==> src/rtl/sa_pkg.sv <==
// Shared definitions for the systolic-array feeder: FSM state encoding,
// datapath width constants and a small elaboration-time helper.
package sa_pkg;

    typedef enum logic [2:0] {
        ST_IDLE   = 3'd0,
        ST_LOAD_W = 3'd1,
        ST_FEED   = 3'd2,
        ST_DRAIN  = 3'd3,
        ST_DONE   = 3'd4
    } sa_state_e;

    // Width of one array element in a weight/input row.
    localparam int ROW_W   = 8;
    // Extra bits a column sum carries on top of SIZE.
    localparam int RES_OFF = 16;

    // Larger of two integers; used to size the shared row/cycle counter.
    function automatic int max_int(input int a, input int b);
        return (a > b) ? a : b;
    endfunction

endpackage

==> src/rtl/sa_feeder.sv <==
// Feeder for a SIZE x SIZE systolic array: loads SIZE weight rows, streams
// SIZE input rows (zero bubbles when the source stalls), waits DRAIN_CYC
// cycles for the array to settle, then captures the column sums.
module sa_feeder
    import sa_pkg::*;
#(
    parameter int SIZE      = 4,
    parameter int DRAIN_CYC = 2 * SIZE
) (
    input  logic                         clk,
    input  logic                         rst_n,
    input  logic                         start,
    output logic                         busy,
    output logic                         done,
    input  logic                         w_valid,
    output logic                         w_ready,
    input  logic [SIZE*ROW_W-1:0]        w_row,
    input  logic                         x_valid,
    output logic                         x_ready,
    input  logic [SIZE*ROW_W-1:0]        x_row,
    output logic [SIZE*ROW_W-1:0]        weight_in,
    output logic                         wload,
    output logic [SIZE*ROW_W-1:0]        in_in,
    input  logic [SIZE*(SIZE+RES_OFF)-1:0] result,
    output logic [SIZE*(SIZE+RES_OFF)-1:0] res_q
);

    localparam int DW    = SIZE * ROW_W;
    localparam int RW    = SIZE * (SIZE + RES_OFF);
    localparam int CNT_W = $clog2(max_int(SIZE, DRAIN_CYC) + 1);

    localparam logic [CNT_W-1:0] LAST_ROW   = CNT_W'(SIZE - 1);
    localparam logic [CNT_W-1:0] LAST_DRAIN = CNT_W'(DRAIN_CYC - 1);
    localparam logic [CNT_W-1:0] CNT_ZERO   = {CNT_W{1'b0}};
    localparam logic [CNT_W-1:0] CNT_ONE    = CNT_W'(1'b1);

    sa_state_e          r_state;
    logic [CNT_W-1:0]   r_cnt;
    logic [DW-1:0]      r_weight;
    logic [DW-1:0]      r_in;
    logic [RW-1:0]      r_res;
    logic               r_wload;

    sa_state_e          w_state_nxt;
    logic [CNT_W-1:0]   w_cnt_nxt;
    logic               w_w_hs;
    logic               w_x_hs;
    logic               w_capture;

    // Handshake readiness and status are pure decodes of the state register.
    assign w_ready   = (r_state == ST_LOAD_W);
    assign x_ready   = (r_state == ST_FEED);
    assign busy      = (r_state != ST_IDLE);
    assign done      = (r_state == ST_DONE);
    assign weight_in = r_weight;
    assign wload     = r_wload;
    assign in_in     = r_in;
    assign res_q     = r_res;

    assign w_w_hs    = w_valid && w_ready;
    assign w_x_hs    = x_valid && x_ready;
    // The column sums are taken on the final drain edge.
    assign w_capture = (r_state == ST_DRAIN) && (r_cnt == LAST_DRAIN);

    // Next-state and shared row/cycle counter logic for the job sequence.
    always_comb begin
        w_state_nxt = r_state;
        w_cnt_nxt   = r_cnt;
        case (r_state)
            ST_IDLE: begin
                if (start) begin
                    w_state_nxt = ST_LOAD_W;
                    w_cnt_nxt   = CNT_ZERO;
                end else begin
                    w_state_nxt = ST_IDLE;
                end
            end
            ST_LOAD_W: begin
                if (w_w_hs) begin
                    if (r_cnt == LAST_ROW) begin
                        w_state_nxt = ST_FEED;
                        w_cnt_nxt   = CNT_ZERO;
                    end else begin
                        w_cnt_nxt   = r_cnt + CNT_ONE;
                    end
                end else begin
                    w_cnt_nxt = r_cnt;
                end
            end
            ST_FEED: begin
                if (w_x_hs) begin
                    if (r_cnt == LAST_ROW) begin
                        w_state_nxt = ST_DRAIN;
                        w_cnt_nxt   = CNT_ZERO;
                    end else begin
                        w_cnt_nxt   = r_cnt + CNT_ONE;
                    end
                end else begin
                    w_cnt_nxt = r_cnt;
                end
            end
            ST_DRAIN: begin
                if (r_cnt == LAST_DRAIN) begin
                    w_state_nxt = ST_DONE;
                    w_cnt_nxt   = CNT_ZERO;
                end else begin
                    w_cnt_nxt   = r_cnt + CNT_ONE;
                end
            end
            ST_DONE: begin
                w_state_nxt = ST_IDLE;
                w_cnt_nxt   = CNT_ZERO;
            end
            default: begin
                w_state_nxt = ST_IDLE;
                w_cnt_nxt   = CNT_ZERO;
            end
        endcase
    end

    // State, counter and the registered rows/strobe/result driven to the array.
    always_ff @(posedge clk) begin
        if (!rst_n) begin
            r_state  <= ST_IDLE;
            r_cnt    <= CNT_ZERO;
            r_weight <= {DW{1'b0}};
            r_in     <= {DW{1'b0}};
            r_res    <= {RW{1'b0}};
            r_wload  <= 1'b0;
        end else begin
            r_state <= w_state_nxt;
            r_cnt   <= w_cnt_nxt;
            r_wload <= w_w_hs;
            if (w_w_hs) begin
                r_weight <= w_row;
            end
            // A stalled input source presents a zero bubble to the array.
            r_in <= w_x_hs ? x_row : {DW{1'b0}};
            if (w_capture) begin
                r_res <= result;
            end
        end
    end

endmodule

==> config.mk <==
export PLATFORM = sky130hd
export DESIGN_NAME = sa_feeder
export DESIGN_NICKNAME = d
export VERILOG_FILES = /design/src/rtl/sa_pkg.sv /design/src/rtl/sa_feeder.sv
export SDC_FILE = /design/constraint.sdc
export NUM_CORES = 1
export LEC_CHECK = 0
export ABC_AREA = 1
export CORE_MARGIN = 4
export CORE_UTILIZATION = 35
export CTS_CLUSTER_SIZE = 12
export DETAILED_ROUTE_END_ITERATION = 8
export GPL_TIMING_DRIVEN = 0
export HOLD_SLACK_MARGIN = 0.03
export PLACE_DENSITY = 0.76
export SYNTH_ARGS = -nofsm -noshare
export SYNTH_HDL_FRONTEND = slang
export SYNTH_SLANG_ARGS = --single-unit
==> constraint.sdc <==
create_clock -name clk -period 1.4 [get_ports clk]
set_clock_uncertainty 0.05 [all_clocks]
set_input_delay 0.42 -clock clk [delete_from_list [all_inputs] [get_ports clk]]
set_output_delay 0.42 -clock clk [all_outputs]
set_load 0.01 [all_outputs]
==> summary.md <==
Synthesis instantiated 23 different standard cells from the library. The clock net in this run drives a total of 152 sinks. Slew at the pin closest to its max-slew limit: 549 ps. The worst path uses 122% of the clock period. The worst setup path is of the flip-flop to primary output kind. The multi-input combinational cells in the finished layout cover a total of 0.00220 sq mm. The capture instance of the worst register-to-register path was res_q[7]. The H-tree was split into 4 levels. The first routing iteration left 207 violations.

The die is 134 um tall. Synthesis handed over a netlist of 668 instances. Setup repair after global routing could not meet its margin everywhere. The finished cells cover 0.00933 sq mm. After synthesis, flip-flops and latches occupy 54.7% of the total area. The areal power density over the cells works out to 1230 mW/mm^2.

The Yosys step of the flow raised 0 warnings. The run gives 1 as the number of antenna violations at the first check in global routing. The logs give 5513 for the via count of the first global-routing pass and 1408 for the number of fill cells in the layout.

The number of buffers added by the clock tree synthesis step is 17. Along the worst hold path, the cell count comes to 3. The final reports fail on setup timing.

For the maximum buffer depth of the clock tree, the log shows 2. Net switching is 28.9% of the power. When the netlist entered floorplanning its net count stood at 818.

Synthesis inferred 152 register bits. By area the synthesized netlist is led by dfxtp_1, nor2_2, nor2_1, o21ai_0, nand2_1. The run gives 0 as the final-report max-slew violation count.

For this configuration, the core starts out at a cell density of 36.2%. Once detail routing completed, the nets flagged for antenna violations numbered 0. Worst min-delay path class: input port to flip-flop. Across the whole layout, storage elements account for 0.00309 sq mm. After synthesis, the largest area contributor takes up 54.7% of total cell area. In the final routed layout, each cell accounts on average for 15.3 um.

Averaged over all synthesized cells, the footprint is 8.33 sq um. The logs give 1151 for the layout net count and 0 for the aggregate global routing overflow. The relative slew slack was 63.4%; the placed wire-length estimate after detailed placement was 13700 um. Combinational logic is responsible for 21.0% of the overall power.

The library cell occupying the most area in the post-synthesis netlist is dfxtp_1. In this run the tool buffered the top-level ports with 296 buffer cells. Compared with the post-synthesis result, the final layout area differs by 67.6%. For this design the static power due to leakage is 0.00437 uW. The internal portion of the total power is 8180 uW.

The run gives 930 ps as the required time reported for the critical path endpoint. For the routed wire length, the log shows 18700 um. Of the cells placed in the final design, the portion with a size suffix greater than 1 is 37.6%. The area of the die was 0.0180 sq mm.

CTS placed an instance of clkbuf_16 at the clock tree root. The tools report the startpoint of the lowest-slack register-to-register path as r_state[1]. In the global route stage, overall resource usage came out at 20.3%. Timing would allow up to 584 MHz. The worst ir drop on vdd is 0.794 mV, and the total DRC errors in the routed layout is 0. Per report_power, the sequential group accounts for 41.1% of the total. For the global-route wire length before repair, the log shows 28800 um.

In this run the count of I/O pins placed on the die edge is 298. The post-route worst setup slack was -313 ps. Die span in x: 134 um. Using the TritonRoute via totals, the vias-per-cell ratio works out to 4.48. Floorplan core area: 0.0154 sq mm. For hold timing, the worst endpoint is in_in[0]. The final count of hold timing violations is 0, and the pin count of the biggest net entering global routing is 17. TritonCTS built the clock tree.

The flow ran to the end, but the final reports show violations. The launch point of the critical path was r_state[2]. The clock-pin slew of the registers on the worst-case setup and hold paths came out at 60 ps. In this run the most critical hold path is launched from x_valid. Measured in cells, the most critical reg-to-reg path has a length of 9. The tools report the total net switching power as 3320 uW. Data arrives at the worst endpoint at 1240 ps.

Of the total power, the clock network draws 37.9%. Setup total negative slack on the finished layout was measured at -15580 ps. The worst setup path is captured at a primary output. The source-to-sink clock delay at the later pin of the worst-skew pair came out at 420 ps. The tools report the via count as 5492. The maximum fanout along the worst path works out to 4. The max capacitance violation total was 0. The tools report the hold buffer count at cts as 0.

Setup violations remaining at the end of the flow were counted as 85. The minimum period implied by the final worst setup slack works out to 1710 ps. The worst setup path is launched from a flip-flop. The iteration count of the initial detailed-routing pass is 4. The number of rows in the core area was 45; the cell area after placement was 0.00882 sq mm. In this run the register-to-register setup slack is -220 ps. The logs give 0.807 for the placer's final routability congestion estimate and 0.00557 sq mm for the post-synthesis instance area.
## final cells by class
| class | instances | share of cell area, % |
|---|---|---|
| flip-flops and latches | 152 | 33.2 |
| inverters | 44 | 1.88 |
| diodes | 1 | 0.0268 |
| plain buffers | 41 | 4.59 |
| multi-input cells | 430 | 23.6 |
| clock inverters | 13 | 1.21 |
| well taps | 211 | 2.83 |
| clock buffers | 19 | 4.86 |
| repair buffers | 315 | 27.8 |
## power by group through the flow
stage | clock network, uW | logic (uW) | registers (uW)
floorplan | 0 | 888 | 4810
global placement | 0 | 2030 | 4730
detailed placement | 0 | 2050 | 4740
CTS | 4460 | 2110 | 4710
global route | 4670 | 2630 | 4750
finish | 4360 | 2420 | 4720
## metal layers
metal  track usage, %  routed length (um)  part of all wire [%]
met1             23.1                7400                    40
met2             34.4                8940                    48
met3             8.89                2070                    11
met4             6.28                 310                   1.7
met5                0                   0                     0
## layout by cell type (no fill, tap or decap), drive strengths merged
cell type,instances
dfxtp,152
nand3b,1
clkbuf,36
a21oi,36
bufbuf,2
o21ai,81
nand2,55
clkinv,5
nand3,40
nor3,1
ha,1
dlymetal6s2s,1
nor2,211
buf,190
nor3b,1
inv,49
clkdlybuf4s50,146
diode,1
clkinvlp,3
nand4,3
## flip-flops by register name (all words and copies together) (netlist names)
name       cells
r_cnt          4
wload          1
weight_in     32
res_q         80
in_in         32
r_state        3
## cell usage after synthesis, drive strengths merged
cell type,number
nand3,40
buf,26
a21oi,36
inv,43
nand2,55
o21ai,81
ha,1
clkinv,1
nor3,1
nand4,3
nor3b,1
nor2,211
nand3b,1
dfxtp,152
clkbuf,16
## per-stage QoR
stage          instances  worst slack [ps]  power [uW]  hold slack [ps]  utilization (%)
2_1_floorplan        668              10.9        5700              409                -
3_3_place_gp        1175              -883        6760              396             57.4
3_5_place_dp        1175              -960        6790              400             57.4
4_1_cts             1221              -323       11300              385             58.9
5_1_grt             1226              -367       12000              349             60.7
6_report            1226              -313       11500              324             60.7
## worst max-delay path, stage by stage (launching register included)
cell and delay [ps]:
dfxtp_4 370, nor2_4 120, nand2_2 60, inv_2 70, buf_6 110, buf_6 90
## worst max path at each step
stage	end	slack, ps	cells past startpoint
2_1_floorplan	w_ready	10	5
3_3_place_gp	res_q[19]	-880	5
3_5_place_dp	res_q[22]	-960	5
4_1_cts	w_ready	-320	5
5_1_grt	w_ready	-370	5
6_report	w_ready	-310	5
## logic make-up after synthesis
logic type                 count (synthesis)  share of synthesized area, %
buffers and inverters                     86                          8.41
and+or+nand+nor                          312                          26.2
adders and majority gates                  1                         0.225
DFF                                      152                          54.7
AOI/OAI and AO/OA                        117                          10.5
## what timing repair did
item,4_1_cts,5_1_grt
gates resized for setup,671,82
endpoints found under the setup margin,275,183
pin swaps,4,8
cloned,3,1
buffers inserted,12,5
endpoints found under the hold margin,0,0
No activity file was read; power rests on OpenSTA's default activity.
